<file path="config.mk">
export PLATFORM = sky130hd
export DESIGN_NAME = nbout_psum_buf
export DESIGN_NICKNAME = d
export VERILOG_FILES = /design/src/rtl/nbout_psum_buf.sv
export SDC_FILE = /design/constraint.sdc
export NUM_CORES = 2
export LEC_CHECK = 0
export CAP_MARGIN = 20
export CELL_PAD_IN_SITES_DETAIL_PLACEMENT = 2
export CELL_PAD_IN_SITES_GLOBAL_PLACEMENT = 2
export CORE_MARGIN = 5
export CORE_UTILIZATION = 32
export DETAILED_ROUTE_END_ITERATION = 8
export HOLD_SLACK_MARGIN = 0.08
export PLACE_DENSITY_LB_ADDON = 0.1
export SYNTH_ARGS = -nofsm -noshare
export SYNTH_HDL_FRONTEND = slang
export SYNTH_SLANG_ARGS = --single-unit
</file>
<file path="constraint.sdc">
create_clock -name clk -period 49.1 [get_ports clk]
set_input_delay 9.82 -clock clk [delete_from_list [all_inputs] [get_ports clk]]
set_output_delay 9.82 -clock clk [all_outputs]
set_load 0.005 [all_outputs]
</file>
<file path="src/rtl/nbout_psum_buf.sv">
// NBout partial-sum buffer: returns stored partial sums to the lane adders,
// captures the lane results after a fixed pipe latency and drains finished tiles.
module nbout_psum_buf #(
  parameter int N        = 16,
  parameter int Tn       = 16,
  parameter int DEPTH    = 4,
  parameter int PIPE_LAT = 3,
  parameter int EW       = 2
) (
  input  logic            clk,
  input  logic            rst,
  input  logic            i_issue_valid,
  input  logic [EW-1:0]   i_issue_entry,
  input  logic            i_issue_first,
  input  logic            i_issue_last,
  output logic            o_issue_ready,
  output logic [Tn*N-1:0] o_part_sum,
  input  logic [Tn*N-1:0] i_n0,
  output logic            o_out_valid,
  output logic [EW-1:0]   o_out_entry,
  output logic [Tn*N-1:0] o_out_data,
  input  logic            i_out_ready,
  output logic            o_err
);

  localparam int W = Tn * N;

  typedef enum logic [1:0] {EMPTY = 2'd0, ACCUM = 2'd1, DONE = 2'd2} entry_state_t;

  entry_state_t     state_reg [DEPTH];
  logic [DEPTH-1:0] last_pend_reg;
  logic [W-1:0]     mem [DEPTH];
  logic             tag_valid_reg [PIPE_LAT];
  logic [EW-1:0]    tag_entry_reg [PIPE_LAT];
  logic             tag_first_reg [PIPE_LAT];
  logic             tag_last_reg  [PIPE_LAT];
  logic [W-1:0]     part_sum_reg;
  logic [W-1:0]     part_sum_next;
  logic             err_reg;

  logic             accept;
  logic             drain;
  logic             wb_valid;
  logic             wb_last;
  logic [EW-1:0]    wb_entry;
  logic             pre_valid;
  logic             pre_first;
  logic [EW-1:0]    pre_entry;
  entry_state_t     pre_state;
  logic             pre_err;
  logic [DEPTH-1:0] done;
  logic [EW-1:0]    out_entry;

  assign o_issue_ready = !(state_reg[i_issue_entry] == DONE || last_pend_reg[i_issue_entry]);
  assign accept        = i_issue_valid && o_issue_ready;

  assign wb_valid = tag_valid_reg[PIPE_LAT-1];
  assign wb_entry = tag_entry_reg[PIPE_LAT-1];
  assign wb_last  = tag_last_reg[PIPE_LAT-1];

  // The beat that writes back next cycle; its partial sum is fetched now so
  // o_part_sum can come straight from a register.
  generate
    if (PIPE_LAT == 1) begin : g_pre_issue
      assign pre_valid = accept;
      assign pre_entry = i_issue_entry;
      assign pre_first = i_issue_first;
    end else begin : g_pre_tag
      assign pre_valid = tag_valid_reg[PIPE_LAT-2];
      assign pre_entry = tag_entry_reg[PIPE_LAT-2];
      assign pre_first = tag_first_reg[PIPE_LAT-2];
    end
  endgenerate

  // State and data seen at writeback include this cycle's writeback.
  always_comb begin
    pre_state     = state_reg[pre_entry];
    part_sum_next = '0;
    if (wb_valid && wb_entry == pre_entry)
      pre_state = wb_last ? DONE : ACCUM;
    pre_err = pre_valid && ((!pre_first && pre_state == EMPTY) ||
                            (pre_first && pre_state == ACCUM));
    if (pre_valid && !pre_first && pre_state != EMPTY)
      part_sum_next = (wb_valid && wb_entry == pre_entry) ? i_n0 : mem[pre_entry];
  end

  genvar gi;
  generate
    for (gi = 0; gi < DEPTH; gi++) begin : g_done
      assign done[gi] = (state_reg[gi] == DONE);
    end
  endgenerate

  always_comb begin
    out_entry = '0;
    for (int i = DEPTH - 1; i >= 0; i--)
      if (done[i]) out_entry = EW'(i);
  end

  assign o_out_valid = |done;
  assign o_out_entry = out_entry;
  assign o_out_data  = mem[out_entry];
  assign drain       = o_out_valid && i_out_ready;
  assign o_part_sum  = part_sum_reg;
  assign o_err       = err_reg;

  always_ff @(posedge clk or posedge rst) begin
    if (rst) begin
      for (int i = 0; i < DEPTH; i++) begin
        state_reg[i] <= EMPTY;
        mem[i]       <= '0;
      end
      for (int s = 0; s < PIPE_LAT; s++) begin
        tag_valid_reg[s] <= 1'b0;
        tag_entry_reg[s] <= '0;
        tag_first_reg[s] <= 1'b0;
        tag_last_reg[s]  <= 1'b0;
      end
      last_pend_reg <= '0;
      part_sum_reg  <= '0;
      err_reg       <= 1'b0;
    end else begin
      tag_valid_reg[0] <= accept;
      tag_entry_reg[0] <= i_issue_entry;
      tag_first_reg[0] <= i_issue_first;
      tag_last_reg[0]  <= i_issue_last;
      for (int s = 1; s < PIPE_LAT; s++) begin
        tag_valid_reg[s] <= tag_valid_reg[s-1];
        tag_entry_reg[s] <= tag_entry_reg[s-1];
        tag_first_reg[s] <= tag_first_reg[s-1];
        tag_last_reg[s]  <= tag_last_reg[s-1];
      end
      part_sum_reg <= part_sum_next;
      if (pre_err) err_reg <= 1'b1;
      if (wb_valid) begin
        mem[wb_entry]       <= i_n0;
        state_reg[wb_entry] <= wb_last ? DONE : ACCUM;
        if (wb_last) last_pend_reg[wb_entry] <= 1'b0;
      end
      // DONE entries accept no beats, so drain never collides with writeback.
      if (drain) state_reg[out_entry] <= EMPTY;
      if (accept && i_issue_last) last_pend_reg[i_issue_entry] <= 1'b1;
    end
  end

endmodule

</file>
==> summary.txt <==
Setup path
  – Crit start category: input pin
  – Crit path max fanout: 6
  – Register-to-Register Path Depth: 7
  – CP required: between 30 and 40 ns
  – R2R Path End: o_part_sum[166]$_DFF_PP0_
  – CP endpoint: o_issue_ready
  – R2r setup slk: 44.52 ns
  – CP Capture Type: output pin
  – Reg-to-Reg Start: pre_entry[0]$_DFF_PP0_
  – Crit. Startpoint: i_issue_entry[1]
  – Setup CP Type: in2out
  – Crit path DAT: 11.56 ns

GRT
  – Global Route Usage Sum: 0.265
  – Largest net degree at the start of global routing: 152
  – First-pass GRT wire length: 404 mm
  – Grt ovf: 0
  – Initial antenna violation count: 54
  – Vias in the first global route: 58.7k

Synth
  – Seq/Total Area, Yosys: 0.529
  – EDFF count, synth: 0
  – Syn Area/Cell: 9.93 µm²
  – Cell Area, Synth: 0.0618 mm²
  – Cell count after synthesis: 6226
  – Post-synth top area cell: dfrtp_1
  – Ranking of synthesized cells by area: dfrtp_1 53%, nand2_1 17%, mux4_2 9.4%, mux2_2 4.7%, mux2i_1 4.2%
  – Ys async rst share: 1.00
  – Main flop type after synthesis: dfrtp_1
  – Synthesized flop and latch total: around 1.3k
  – Post-synth top area share: 0.529
  – Ys Warns: 0
  – Synthesized Nets: 6490
  – Unique masters post-synth: 36

Clocking
  – Root buffer cell: clkbuf_16
  – CTS Buffer Depth: 3
  – CTS Hold Buffers Added: 0
  – Total CTS buffers: 161
  – TritonCTS clock tree: yes
  – H-tree lvl count: 4
  – CTS clk-pin slew, worst paths: 0.06 ns
  – Skew-Pair Late Insertion Delay: 0.80 ns
  – Clock Sink Count: 1307
  – Post-CTS setup buffer count: 0
  – Cts repair resizes: 0

Timing
  – Slew @ Worst Pin: 1.12 ns
  – Final min period: ~21 ns
  – Final Hold Violating Endpoints: 0
  – Period utilization: 0.435
  – Slew Viols, Final: 0
  – Clock skew: ~0.028 ns
  – Max Fclk: 46.8 MHz
  – # setup viols final: 0
  – RSZ-0062 raised after global routing: false
  – Max-slew headroom: 0.253
  – Setup TNS: 0 ns

Floorplanning
  – Num rows: 161
  – Initial core utilization: 0.321
  – Die height: 450 µm
  – Num ports: around 780
  – Die area: approximately 0.20 mm²
  – Core footprint: 0.192 mm²
  – Die width: ~450 µm

Finish
  – Post-route design area: 0.0771 mm²
  – Largest register FFs: 1024
  – Layout area overhead: 24.6%
  – Most common cell after layout, fill and taps aside: nand2_1
  – Commonest non-fill, non-tap cells in the layout: 2830 x nand2_1, 1305 x dfrtp_1, 780 x clkdlybuf4s50_1
  – # nets final: 7027
  – Fraction of layout cells with a size suffix above 1: 0.124
  – Post-Layout Cell Count: 9446

Status
  – Outcome: complete, no violations

Power
  – Leakage: 0.0356 µW
  – Power Internal: around 3300 µW
  – Pwr per Cell Area: 68.5 mW/mm²
  – Switching portion of total power: 0.376
  – Net Sw Power: a little under 2000 µW
  – Sequential Power Share: 0.358
  – Clock power share: 0.227
  – Worst ir drop on vdd: 51.4 µV
  – Comb power frac: 0.416

Route
  – Routed vias: 51.7k
  – Via density: 5.47
  – Detailed Route WL: ~270 mm
  – DRT antenna net count: 0
  – Drt drc: 0
  – First-pass iteration count of the detailed router: 5
  – Starting DRT DRC Count: 2735
  – Post-DR wirelength/cell: 28.9 µm

Placed design
  – RD Place Congestion: roughly 0.76
  – Placed inst area: 0.0717 mm²
  – DP HPWL: 155 mm
  – Inst Count DP: 9126
  – Port Buffers: 780

Flow run
  – Maxcap violations: 0

Min path
  – Worst hold path class: reg2reg
==> critical path, stage by stage <==
cell	delay, ns
clkdlybuf4s50_1	0.50
or3_1	0.42
a31oi_1	0.26
clkdlybuf4s50_1	0.55
==> logic make-up (layout without fill, tap and decap cells) <==
family	Yosys count	after routing	synth area share
simple gates	2866	2866	0.175
flops	1307	1307	0.529
compound gates	787	787	0.0799
mux	771	771	0.182
buf+inv	492	1145	0.0335
xor+xnor	3	3	0.000425
other cells	0	41	0
==> how the worst min path moves through the flow <==
stage                                     from                      to  slack (ns)  depth (start not counted)
global route        tag_first_reg[2]$_DFF_PP0_     pre_first$_DFF_PP0_        0.35                          0
CTS                 tag_first_reg[2]$_DFF_PP0_     pre_first$_DFF_PP0_        0.33                          0
finish              tag_first_reg[2]$_DFF_PP0_     pre_first$_DFF_PP0_        0.33                          0
global placement     tag_last_reg[1]$_DFF_PP0_       wb_last$_DFF_PP0_        0.34                          0
floorplan           tag_entry_reg[4]$_DFF_PP0_  pre_entry[0]$_DFF_PP0_        0.33                          0
detailed placement  tag_entry_reg[4]$_DFF_PP0_  pre_entry[0]$_DFF_PP0_        0.34                          0
==> per-stage QoR <==
| stage | total power (µW) | hold WS, ns | utilization | setup WS (ns) |
|---|---|---|---|---|
| floorplan | 2940 | 0.331 | - | 2.44 |
| global placement | 4020 | 0.337 | 0.373 | 27.56 |
| detailed placement | 4110 | 0.336 | 0.373 | 27.70 |
| CTS | 5350 | 0.331 | 0.400 | 27.70 |
| global route | 5570 | 0.346 | 0.400 | 27.61 |
| finish | 5280 | 0.334 | 0.401 | 27.72 |
==> layer usage <==
layer | track usage | wire, µm | vias up
met5 | 0 | 101 | -
met4 | 0.127 | 13100 | 16
met3 | 0.0471 | 12000 | 449
met2 | 0.453 | 135000 | 1169
met1 | 0.325 | 112000 | 27900
li1 | - | - | 22200
==> synthesized netlist by cell type, types with 3 or more instances <==
cell / number
mux2i_1: 257
nor2b_1: 4
buf_4: 14
mux2_2: 256
nand2_1: 2830
buf_1: 23
nor2_1: 8
xnor2_1: 3
a21oi_1: 264
o21ai_0: 3
inv_1: 3
nand2b_1: 3
clkbuf_1: 316
nor3_1: 3
o22ai_1: 256
nand3_1: 5
buf_2: 136
mux4_2: 258
dfrtp_1: 1307
a22oi_1: 256
==> final cells by class <==
type,count,area (µm²)
Antenna cell,41,103
Inverter,3,18.8
Fill cell,20500,115000
Tap cell,2526,3160
Sequential cell,1307,32700
Multi-Input combinational cell,4427,27100
Clock buffer,253,5000
Timing Repair Buffer,863,8690
Clock inverter,26,233
==> power by group through the flow <==
stage | logic [µW] | registers, µW | clock network [µW]
after global placement | 2150 | 1870 | 0
after detailed placement | 2210 | 1900 | 0
after CTS | 2230 | 1890 | 1230
final | 2190 | 1890 | 1200
after floorplan | 1150 | 1780 | 0
after global routing | 2350 | 1950 | 1270
No activity file was read; power rests on OpenSTA's default activity.
